===== src/rtl/updown_counter_pkg.sv =====
// Shared types and helpers for the up/down counter and its prescaler.
// Latency: n/a (types and constant functions only).
// Backpressure: n/a.
package updown_counter_pkg;

   // Counter control FSM states.
   typedef enum logic [1:0] {
      IDLE = 2'd0,
      RUN  = 2'd1,
      DONE = 2'd2
   } state_t;

   // Width of the prescaler phase counter. A divide-by-1 prescaler still
   // gets a 1-bit register so the vector is never zero-width.
   function automatic int presc_width(input int prescale);
      return (prescale <= 1) ? 1 : $clog2(prescale);
   endfunction

endpackage


===== src/rtl/cnt_prescaler.sv =====
// Clock-enable divider: one tick per PRESCALE enabled cycles.
// Latency: tick is combinational from en and the registered phase; phase updates next edge.
// Backpressure: en low freezes the phase, so counting resumes at the exact same point.
//
// Ports:
//   clk      rising-edge clock
//   rst      synchronous active-high reset (phase -> 0)
//   restart  synchronous phase restart (phase -> 0)
//   en       advance the phase this cycle
//   tick     high on the enabled cycle that completes a PRESCALE period
module cnt_prescaler
   import updown_counter_pkg::*;
#(
   parameter int PRESCALE = 1
) (
   input  logic clk,
   input  logic rst,
   input  logic restart,
   input  logic en,
   output logic tick
);

   localparam int            PW   = presc_width(PRESCALE);
   localparam logic [PW-1:0] LAST = PW'(PRESCALE - 1);

   logic [PW-1:0] phase;

   // With PRESCALE=1 LAST is 0 and phase never leaves 0, so tick == en.
   assign tick = en && (phase == LAST);

   always_ff @(posedge clk) begin
      if (rst || restart) begin
         phase <= '0;
      end else if (en) begin
         phase <= tick ? '0 : phase + 1'b1;
      end
   end

endmodule


===== src/rtl/updown_counter.sv =====
// Parametrised up/down counter with modulus, prescale, parallel load and free-run/one-shot FSM.
// Latency: all outputs registered; start at edge N gives busy after N, first step at N+PRESCALE.
// Backpressure: en low freezes count and prescaler phase; no valid/ready handshake.
//
// Optional feature macro: UPDOWN_COUNTER_SAT_EN (adds the sat input; sat=1 holds at terminal
// instead of wrapping). Without it the counter always wraps.
//
// Ports:
//   clk, rst            clock, synchronous active-high reset
//   en, up              count enable, direction (1 = up)
//   start, clear        enter RUN from IDLE/DONE; synchronous clear to IDLE / count 0
//   load, load_val      parallel load (clamped to MAX)
//   oneshot, [sat]      stop in DONE at terminal; [hold at terminal while free-running]
//   count, tc           registered count; one-cycle terminal-count pulse
//   busy, done          state == RUN; state == DONE
module updown_counter
   import updown_counter_pkg::*;
#(
   parameter int          WIDTH    = 4,
   parameter int unsigned MAX      = (WIDTH >= 32) ? 32'hFFFF_FFFF : ((32'd1 << WIDTH) - 32'd1),
   parameter int          PRESCALE = 1
) (
   input  logic             clk,
   input  logic             rst,
   input  logic             en,
   input  logic             up,
   input  logic             start,
   input  logic             clear,
   input  logic             load,
   input  logic [WIDTH-1:0] load_val,
   input  logic             oneshot,
`ifdef UPDOWN_COUNTER_SAT_EN
   input  logic             sat,
`endif
   output logic [WIDTH-1:0] count,
   output logic             tc,
   output logic             busy,
   output logic             done
);

   localparam logic [WIDTH-1:0] MAX_V = MAX[WIDTH-1:0];

   state_t           state;
   logic             start_acc;
   logic             presc_en;
   logic             tick;
   logic             step;
   logic             at_term;
   logic             sat_hold;
   logic [WIDTH-1:0] load_clamped;

`ifdef UPDOWN_COUNTER_SAT_EN
   assign sat_hold = sat;
`else
   assign sat_hold = 1'b0;
`endif

   assign start_acc    = start && (state != RUN);
   assign load_clamped = (load_val > MAX_V) ? MAX_V : load_val;

   // Load and clear take the edge, so the prescaler must not advance on those cycles.
   assign presc_en = (state == RUN) && en && !load && !clear;
   assign step     = tick;
   assign at_term  = up ? (count == MAX_V) : (count == '0);

   cnt_prescaler #(
      .PRESCALE (PRESCALE)
   ) u_presc (
      .clk     (clk),
      .rst     (rst),
      .restart (clear || start_acc),
      .en      (presc_en),
      .tick    (tick)
   );

   always_ff @(posedge clk) begin
      if (rst || clear) begin
         state <= IDLE;
         count <= '0;
         tc    <= 1'b0;
         busy  <= 1'b0;
         done  <= 1'b0;
      end else begin
         tc <= 1'b0;

         if (load) begin
            count <= load_clamped;
         end

         if (start_acc) begin
            state <= RUN;
            busy  <= 1'b1;
            done  <= 1'b0;
         end

         // step implies RUN and no load, so it never collides with the branches above.
         if (step) begin
            if (at_term) begin
               tc <= 1'b1;
               if (oneshot) begin
                  state <= DONE;
                  busy  <= 1'b0;
                  done  <= 1'b1;
               end else if (!sat_hold) begin
                  count <= up ? '0 : MAX_V;
               end
            end else begin
               count <= up ? count + 1'b1 : count - 1'b1;
            end
         end
      end
   end

endmodule

===== config.mk =====
export PLATFORM = sky130hd
export DESIGN_NAME = updown_counter
export DESIGN_NICKNAME = d
export VERILOG_FILES = /design/src/rtl/updown_counter_pkg.sv /design/src/rtl/cnt_prescaler.sv /design/src/rtl/updown_counter.sv
export SDC_FILE = /design/constraint.sdc
export NUM_CORES = 1
export LEC_CHECK = 0
export ABC_AREA = 1
export CAP_MARGIN = 20
export CORE_MARGIN = 3
export CORE_UTILIZATION = 49
export DETAILED_ROUTE_END_ITERATION = 10
export PLACE_DENSITY = 0.82
export SLEW_MARGIN = 10
export SYNTH_ARGS = -nofsm -noshare
export SYNTH_HDL_FRONTEND = slang
export SYNTH_SLANG_ARGS = --single-unit

===== constraint.sdc =====
create_clock -name clk -period 2.6 [get_ports clk]
set_input_delay 0.65 -clock clk [delete_from_list [all_inputs] [get_ports clk]]
set_output_delay 0.65 -clock clk [all_outputs]
set_load 0.05 [all_outputs]

Yosys cells after proc, flatten, opt, wreduce, memory -nomap -nowiden
Cells that the tools add are included.

word-level totals
  bits in registers = 10
  output and inout bits = 7
  bits of input ports = 12

operators by class
  multiplexer cells = 22
  magnitude comparators = 1
  bitwise logic cells = 2
  eq/ne operators = 3
  reductions and logical operators = 12
  add/subtract/negate cells = 3

operator list
  operator                                                               number
  4-bit 2-to-1 mux                                                       7
  1-bit 2-to-1 mux                                                       11
  2-bit 2-to-1 mux                                                       4
  1-bit logical AND                                                      5
  4-bit by 1-bit adder with 4-bit output, second input constant          1
  4-bit equality test, second input constant                             1
  4-bit > comparator, second input constant                              1
  4-bit zero test                                                        1
  4-bit by 1-bit subtractor with 4-bit output, second input constant     1
  1-bit logical OR                                                       3
  2-bit by 1-bit equality test with 1-bit output, second input constant  1
  1-bit zero test                                                        2
  2-bit by 1-bit != test with 1-bit output, second input constant        1
  1-bit inverter                                                         2
  2-bit OR reduction                                                     1
  1-bit adder, second input constant                                     1

Longest topological paths before layout
Gate-level depths: netlist (run 1).

  depth in word-level cells = 7
  depth in mapped cells = 9
  gate-level depth less buffers = 9

Cells and area by module
Synthesis (run 1) repeated with hierarchy kept, for this count alone.

unflattened totals
  cells, all modules = 106
  area, all modules = 651.9 µm²

modules (own cells, without submodules)
  module          cells each  area each (µm²)  times used  seq. area each (µm²)
  updown_counter  98          605.6            1           180.2
  cnt_prescaler   8           46.3             1           20.0

Least setup slack after synthesis (run 1)
OpenSTA, ideal clock, no wires.

  path type = input port to flip-flop
  from = input port up
  to = register count[3]
  arrival = 1.517 ns
  buffers on the path = 0
  slack = 0.974 ns
  library setup time = 0.109 ns
  cell stages on the path = 9
  cells stage by stage = inv_1 -> ha_1 -> nand3_1 -> nand3_1 -> nand2_1 -> nand3_1 -> nand3_1 -> nand2_1 -> inv_1

on the way
  longest elaborated chain between the ends = 4
  elaborated cells on any way between the ends = 6
  classes of those cells = mux: 6

ends and longest elaborated chain
  what                    RTL line               source
  start: declaration      updown_counter.sv:26   input logic up,
  4-bit 2-to-1 mux        updown_counter.sv:105  count <= up ? '0 : MAX_V;
  4-bit 2-to-1 mux        updown_counter.sv:100  if (oneshot) begin
  4-bit 2-to-1 mux (*)    updown_counter.sv:98   if (at_term) begin
  4-bit 2-to-1 mux (*)    updown_counter.sv:97   if (step) begin
  end signal: assignment  updown_counter.sv:87   count <= load_clamped;
  end signal: assignment  updown_counter.sv:105
  end signal: assignment  updown_counter.sv:108  count <= up ? count + 1'b1 : count - 1'b1;
  end: declaration        updown_counter.sv:35   output logic [WIDTH-1:0] count,

Every way passes the cells marked *; elsewhere a longest branch is shown, timed or not.
A chain may end at the register's enable or synchronous reset.

Final worst setup path (run 1)
  from = register count[0]
  to = output port count[0]

No word-level cell between the ends.

==> flow_summary_export.csv, run 1 <==
group,metric,value,unit
placed_design,io_buffers,18,
clock_tree,cts_root_buffer,"clkbuf_4",
status,status,"finished, final reports clean",
clock_tree,clock_sinks,10,
power,netSwitchingFraction,27.99,%
hold_path,hp-start,"state[1]$_SDFF_PP0_",
global_route,antenna_found_initial,0,
floorplan,pin_count,19,
route,drt_iter0_markers,26,
worst_setup_path,crit_path_end_kind,"output pin",
global_route,grt_pass1_vias,675,
finish,fin_util,75.83,%
floorplan,num_rows,12,
worst_setup_path,crit_type,"reg -> out",
global_route,grt_pass1_wl,2697,um
synth,yosysWarnings,0,
synth,synth_seq_cells,10,
route,wl_per_cell,12.07,um
power,powerDensity,426.6,mW/mm^2
finish,mostFrequentLayoutCells,"30 x nand2_1, 18 x clkdlybuf4s50_1, 13 x inv_1",
clock_tree,clkTransAtPathRegs,0.07,ns
power,combPwrFrac,22.6,%
hold_path,holdCritPathClass,"reg -> reg",
synth,ys_seq_area_share,29.57,%
worst_setup_path,crit_chain,"clkdlybuf4s50_1",
floorplan,die_x,43.17,um
power,intPower,0.2798,mW
clock_tree,cts_hold_buf,0,
finish,nFillCells,99,
finish,area_growth_syn_to_layout,34.57,%
route,drt_drc_violations_left,0,
worst_setup_path,r2r-start,"count[0]$_SDFF_PP0_",
finish,design_area,910.9,um^2
sta,slew_headroom,67.02,%
sta,setup_tns,0,ns
global_route,grt_max_degree,8,
floorplan,die_h,43.17,um
sta,max_slew.worst_pin.slew,0.4932,ns
worst_setup_path,cpMaxStageDelayCell,"clkdlybuf4s50_1",
finish,layout_commonest_cell,"nand2_1",
sta,min_period_over_period,85.38,%
clock_tree,clkLatencyLatePin,0.26,ns
synth,synth_cell_types,22,
hold_path,hold_end,"state[1]$_SDFF_PP0_",
sta,finalSetupViolCount,0,
floorplan,design.core.area,0.001201,mm^2
clock_tree,h-tree-depth,1,
run,maxCapViolCount,0,
finish,nets,137,
power,p_sw,0.1088,mW
route,via_per_inst,5.274,
worst_setup_path,critPathBufInv,1,
sta,fin_crit,2.220,ns
sta,final_hold_viol_count,0,
worst_setup_path,startpoint,"count[0]$_SDFF_PP0_",
global_route,track_usage,18.87,%
clock_tree,post_cts_buffers,0,
route,vias,712,
sta,fin_worst_skew,0.002659,ns
synth,syn_area,676.9,um^2
placed_design,gp_congestion,0.7857,
finish,num_antenna_cells,0,
sta,slew_viol_final,0,
floorplan,initial_core_util,56.35,%
synth,syn_area_per_cell,6.837,um^2
worst_setup_path,cp.arrival,1.57,ns
power,clockPowerShare,36.0,%
worst_setup_path,path_delay_family,"buffers and inverters",
clock_tree,cts_made_buffers,3,
placed_design,post_dp_cell_area,874.6,um^2
worst_setup_path,worstRegToRegCells,5,
finish,drive_above_1_share,13.22,%
synth,synth_fp_nets,114,
power,leakage,0.4168,nW
worst_setup_path,start_kind,"register",
worst_setup_path,slowest_delay,0.85,ns
floorplan,dieArea,0.001863,mm^2
worst_setup_path,reg2reg_slack,1.29,ns
power,seqPwrFrac,41.4,%
placed_design,hpwl,1325,um
route,antenna_left,0,
worst_setup_path,crit_required,1.95,ns
worst_setup_path,cp.depth,1,
route,wirelength,1630,um
worst_setup_path,crit_fanout,7,
synth,netlist_instances,99,
sta,fmax,450.5,MHz
global_route,grt_remaining_overflow,0,
sta,rsz0062_at_grt,"no",
clock_tree,cts_resized,0,
route,dr.pass1.iters,4,
power,ir_worst_vdd,0.2715,mV
worst_setup_path,timing.rr.end,"count[2]$_SDFF_PP0_",
clock_tree,cts_tree,"yes",
clock_tree,clockBufferDepth,2,
hold_path,hold_depth,2,
==> flip-flops by register name (all words and copies together), names as in the netlist <==
signal         count
tc                 1
done               1
u_presc.phase      1
state              2
busy               1
count              4
==> worst register-to-register path, cell delays in order, from the launching register on <==
cell and delay, ns:
dfxtp_1 0.38, fa_1 0.42, xnor2_1 0.13, o21ai_0 0.19, nand2_1 0.08, nand2_1 0.06
==> per-layer routing <==
layer  vias to the layer above  track usage (%)  wire length (um)
met1                       316            21.27               683
met3                         2            5.085               144
met2                        34            33.33               791
li1                        360                -                 -
met5                         -                0                 0
met4                         0            6.627                10
==> cell usage after synthesis <==
library cell | number | area, um^2
nor4_1 | 2 | 12.51
a21oi_1 | 3 | 15.01
o21a_1 | 1 | 7.510
nand3_1 | 9 | 45.04
nor3_2 | 1 | 10.01
nor2_4 | 1 | 11.26
nor2_2 | 2 | 12.51
fa_1 | 1 | 20.02
nor2_8 | 1 | 20.02
nor2_1 | 8 | 30.03
ha_1 | 2 | 25.02
mux2_2 | 2 | 22.52
nand4_1 | 1 | 6.260
xnor2_1 | 1 | 8.760
dfxtp_1 | 10 | 200.2
nand3_2 | 1 | 10.01
nand2_1 | 30 | 112.6
nand2_2 | 3 | 18.77
clkinv_1 | 1 | 3.750
o21ai_0 | 5 | 25.02
inv_1 | 13 | 48.80
nand2_4 | 1 | 11.26
==> metrics by stage <==
step	power (mW)	hold WS (ns)	setup WS (ns)	instances
4_1_cts	0.3919	0.4869	0.3561	135
5_1_grt	0.4117	0.5015	0.2804	135
3_3_place_gp	0.2486	0.4567	0.3666	131
6_report	0.3886	0.4900	0.3802	135
3_5_place_dp	0.2511	0.4738	0.2776	131
2_1_floorplan	0.2147	0.4434	0.9739	99
==> power by group through the flow <==
stage / Clock [mW] / Sequential, mW / Combinational (mW)
4_1_cts: 0.143 / 0.161 / 0.0875
3_3_place_gp: 0 / 0.164 / 0.0843
5_1_grt: 0.155 / 0.162 / 0.0952
2_1_floorplan: 0 / 0.174 / 0.0407
3_5_place_dp: 0 / 0.165 / 0.0866
6_report: 0.140 / 0.161 / 0.0877
==> how the worst max path moves through the flow <==
stage,endpoint,slack (ns)
after floorplan,count[3]$_SDFF_PP0_,0.97
after global placement,count[3]$_SDFF_PP0_,0.37
after detailed placement,count[3]$_SDFF_PP0_,0.28
after CTS,count[0],0.36
after global routing,count[0],0.28
final,count[0],0.38
==> layout make-up <==
cell class | instances | area (um^2) | area share, %
well taps | 14 | 17.52 | 1.923
flip-flops and latches | 10 | 200.2 | 21.98
multi-input cells | 75 | 424.2 | 46.57
inverters | 14 | 52.55 | 5.769
repair buffers | 18 | 180.2 | 19.78
clock buffers | 4 | 36.28 | 3.984
==> kinds of logic after synthesis <==
logic type               after synthesis  share of synthesized area [%]
adder cells (fa/ha/maj)                3                          6.654
buffers and inverters                 14                          7.763
flip-flops                            10                          29.57
XOR/XNOR                               1                          1.294
AND/OR/NAND/NOR                       60                          44.36
AO/OA/AOI/OAI                          9                          7.023
multiplexers                           2                          3.327
Note: power is estimated with default switching activity, not from simulation.
==> run 2: changes to the inputs <==
==> constraint.sdc (replaced) <==
create_clock -name clk -period 2.82 [get_ports clk]
set_input_delay 0.705 -clock clk [delete_from_list [all_inputs] [get_ports clk]]
set_output_delay 0.705 -clock clk [all_outputs]
set_load 0.05 [all_outputs]
==> run 2 against run 1 <==
Compared with the run above:
- critical endpoint unchanged
- final cell count unchanged
- combinational power decreased by 8.1%
- first-iteration DRC count decreased by 3.8%
- critical path depth unchanged
- register-to-register slack improved by 0.16 ns
- die area unchanged
- sequential cell count unchanged
- largest power group unchanged
==> flow_summary_export.csv, run 2 (same netlist as run 1, synthesis figures left out) <==
group,metric,value,unit
hold_path,hold_depth,2,
floorplan,num_rows,12,
global_route,grt_max_degree,8,
clock_tree,cts_root_buffer,"clkbuf_4",
route,wl_met1,662,um
worst_setup_path,timing.rr.end,"count[2]$_SDFF_PP0_",
worst_setup_path,path_delay_family,"buffers and inverters",
route,wl_per_cell,11.84,um
global_route,grt_pass1_wl,2649,um
finish,nets,137,
floorplan,initial_core_util,56.35,%
power,netSwitchingFraction,28.05,%
floorplan,pin_count,19,
clock_tree,clkLatencyLatePin,0.27,ns
route,antenna_left,0,
finish,mostFrequentLayoutCells,"30 x nand2_1, 18 x clkdlybuf4s50_1, 13 x inv_1",
clock_tree,cts_hold_buf,0,
power,clockPowerShare,36.1,%
clock_tree,clock_sinks,10,
route,vias,714,
worst_setup_path,cpMaxStageDelayCell,"clkdlybuf4s50_1",
worst_setup_path,crit_fanout,7,
power,intPower,0.2581,mW
clock_tree,clkTransAtPathRegs,0.07,ns
worst_setup_path,worstRegToRegCells,5,
finish,final-instance-count-excl-fill,135,
worst_setup_path,critPathBufInv,1,
worst_setup_path,crit_chain,"clkdlybuf4s50_1",
finish,design_area,910.9,um^2
finish,reg_top3,"count: 4 flops, state: 2 flops",
global_route,antenna_found_initial,0,
sta,final_hold_viol_count,0,
route,wirelength,1599,um
clock_tree,cts_made_buffers,3,
worst_setup_path,r2r-start,"count[0]$_SDFF_PP0_",
finish,largest_reg_flops,4,
floorplan,die_h,43.17,um
placed_design,io_buffers,18,
sta,finalSetupViolCount,0,
sta,rsz0062_at_grt,"no",
run,maxCapViolCount,0,
placed_design,gp_congestion,0.7855,
worst_setup_path,cp.arrival,1.58,ns
route,wl_met2,750,um
clock_tree,cts_tree,"yes",
floorplan,die_x,43.17,um
placed_design,post_dp_cell_area,874.6,um^2
route,top_layer_used,"met4",
global_route,grt_remaining_overflow,0,
status,status,"finished, final reports clean",
sta,fin_worst_skew,0.002404,ns
power,combPwrFrac,22.5,%
route,drt_iter0_markers,25,
finish,num_antenna_cells,0,
route,dr.pass1.iters,4,
sta,slew_headroom,66.95,%
sta,fin_crit,2.286,ns
finish,fin_util,75.83,%
sta,setup_tns,0,ns
route,via_per_inst,5.289,
worst_setup_path,slowest_delay,0.85,ns
route,wl_met3,154,um
worst_setup_path,crit_path_end_kind,"output pin",
global_route,grt_pass1_vias,683,
hold_path,hold_end,"state[1]$_SDFF_PP0_",
finish,layout_commonest_cell,"nand2_1",
clock_tree,cts_resized,0,
power,seqPwrFrac,41.4,%
hold_path,holdCritPathClass,"reg -> reg",
route,drt_drc_violations_left,0,
clock_tree,clockBufferDepth,2,
finish,area_growth_syn_to_layout,34.57,%
hold_path,hp-start,"state[1]$_SDFF_PP0_",
clock_tree,h-tree-depth,1,
power,leakage,0.4168,nW
placed_design,hpwl,1258,um
power,p_sw,0.1006,mW
clock_tree,post_cts_buffers,0,
sta,slew_viol_final,0,
sta,fmax,437.4,MHz
sta,min_period_over_period,81.07,%
placed_design,post-place-cells,131,
power,ir_worst_vdd,0.2409,mV
global_route,track_usage,18.35,%
sta,max_slew.worst_pin.slew,0.4942,ns
finish,regMostFlops,"count",
finish,drive_above_1_share,13.22,%
worst_setup_path,crit_type,"reg -> out",
worst_setup_path,crit_required,2.12,ns
worst_setup_path,start_kind,"register",
power,powerDensity,393.8,mW/mm^2
floorplan,design.core.area,0.001201,mm^2
worst_setup_path,reg2reg_slack,1.45,ns
floorplan,dieArea,0.001863,mm^2
-- run 2: cell counts in the layout (fill, tap and decap cells not counted) --
No cell type changed its count.
-- run 2: worst max path at each step --
stage	from	endpoint	slack, ns	depth (start not counted)
after CTS	count[0]$_SDFF_PP0_	count[0]	0.52	1
after detailed placement	up	count[2]$_SDFF_PP0_	0.47	7
after floorplan	up	count[3]$_SDFF_PP0_	1.14	9
final	count[0]$_SDFF_PP0_	count[0]	0.53	1
after global placement	up	count[3]$_SDFF_PP0_	0.53	10
after global routing	count[0]$_SDFF_PP0_	count[0]	0.45	1
-- run 2: area by class of cell --
type,instances,area (um^2)
multi-input combinational,75,424.2
sequential,10,200.2
fill,99,290.3
clock buffer,4,36.28
tap,14,17.52
timing repair buffer,18,180.2
inverter,14,52.55
-- run 2: per-stage QoR --
| step | hold slack, ns | worst slack (ns) | power, mW |
|---|---|---|---|
| after detailed placement | 0.4628 | 0.4706 | 0.2311 |
| after global placement | 0.4567 | 0.5315 | 0.2292 |
| final | 0.4806 | 0.5337 | 0.3587 |
| after global routing | 0.5026 | 0.4477 | 0.3791 |
| after CTS | 0.4846 | 0.5170 | 0.3619 |
| after floorplan | 0.4434 | 1.139 | 0.1979 |
-- run 2: layer usage --
layer  global-route usage (%)  up-vias
met3                    5.508        5
li1                         -      363
met2                    30.09       33
met1                    21.77      313
met4                    7.831        0
met5                        0        -
-- run 2: power groups by stage --
stage	Combinational, mW	Clock [mW]	Sequential, mW
final	0.0806	0.130	0.149
after global routing	0.0874	0.142	0.149
after CTS	0.0803	0.133	0.148
after detailed placement	0.0794	0	0.152
after global placement	0.0777	0	0.151
after floorplan	0.0375	0	0.160
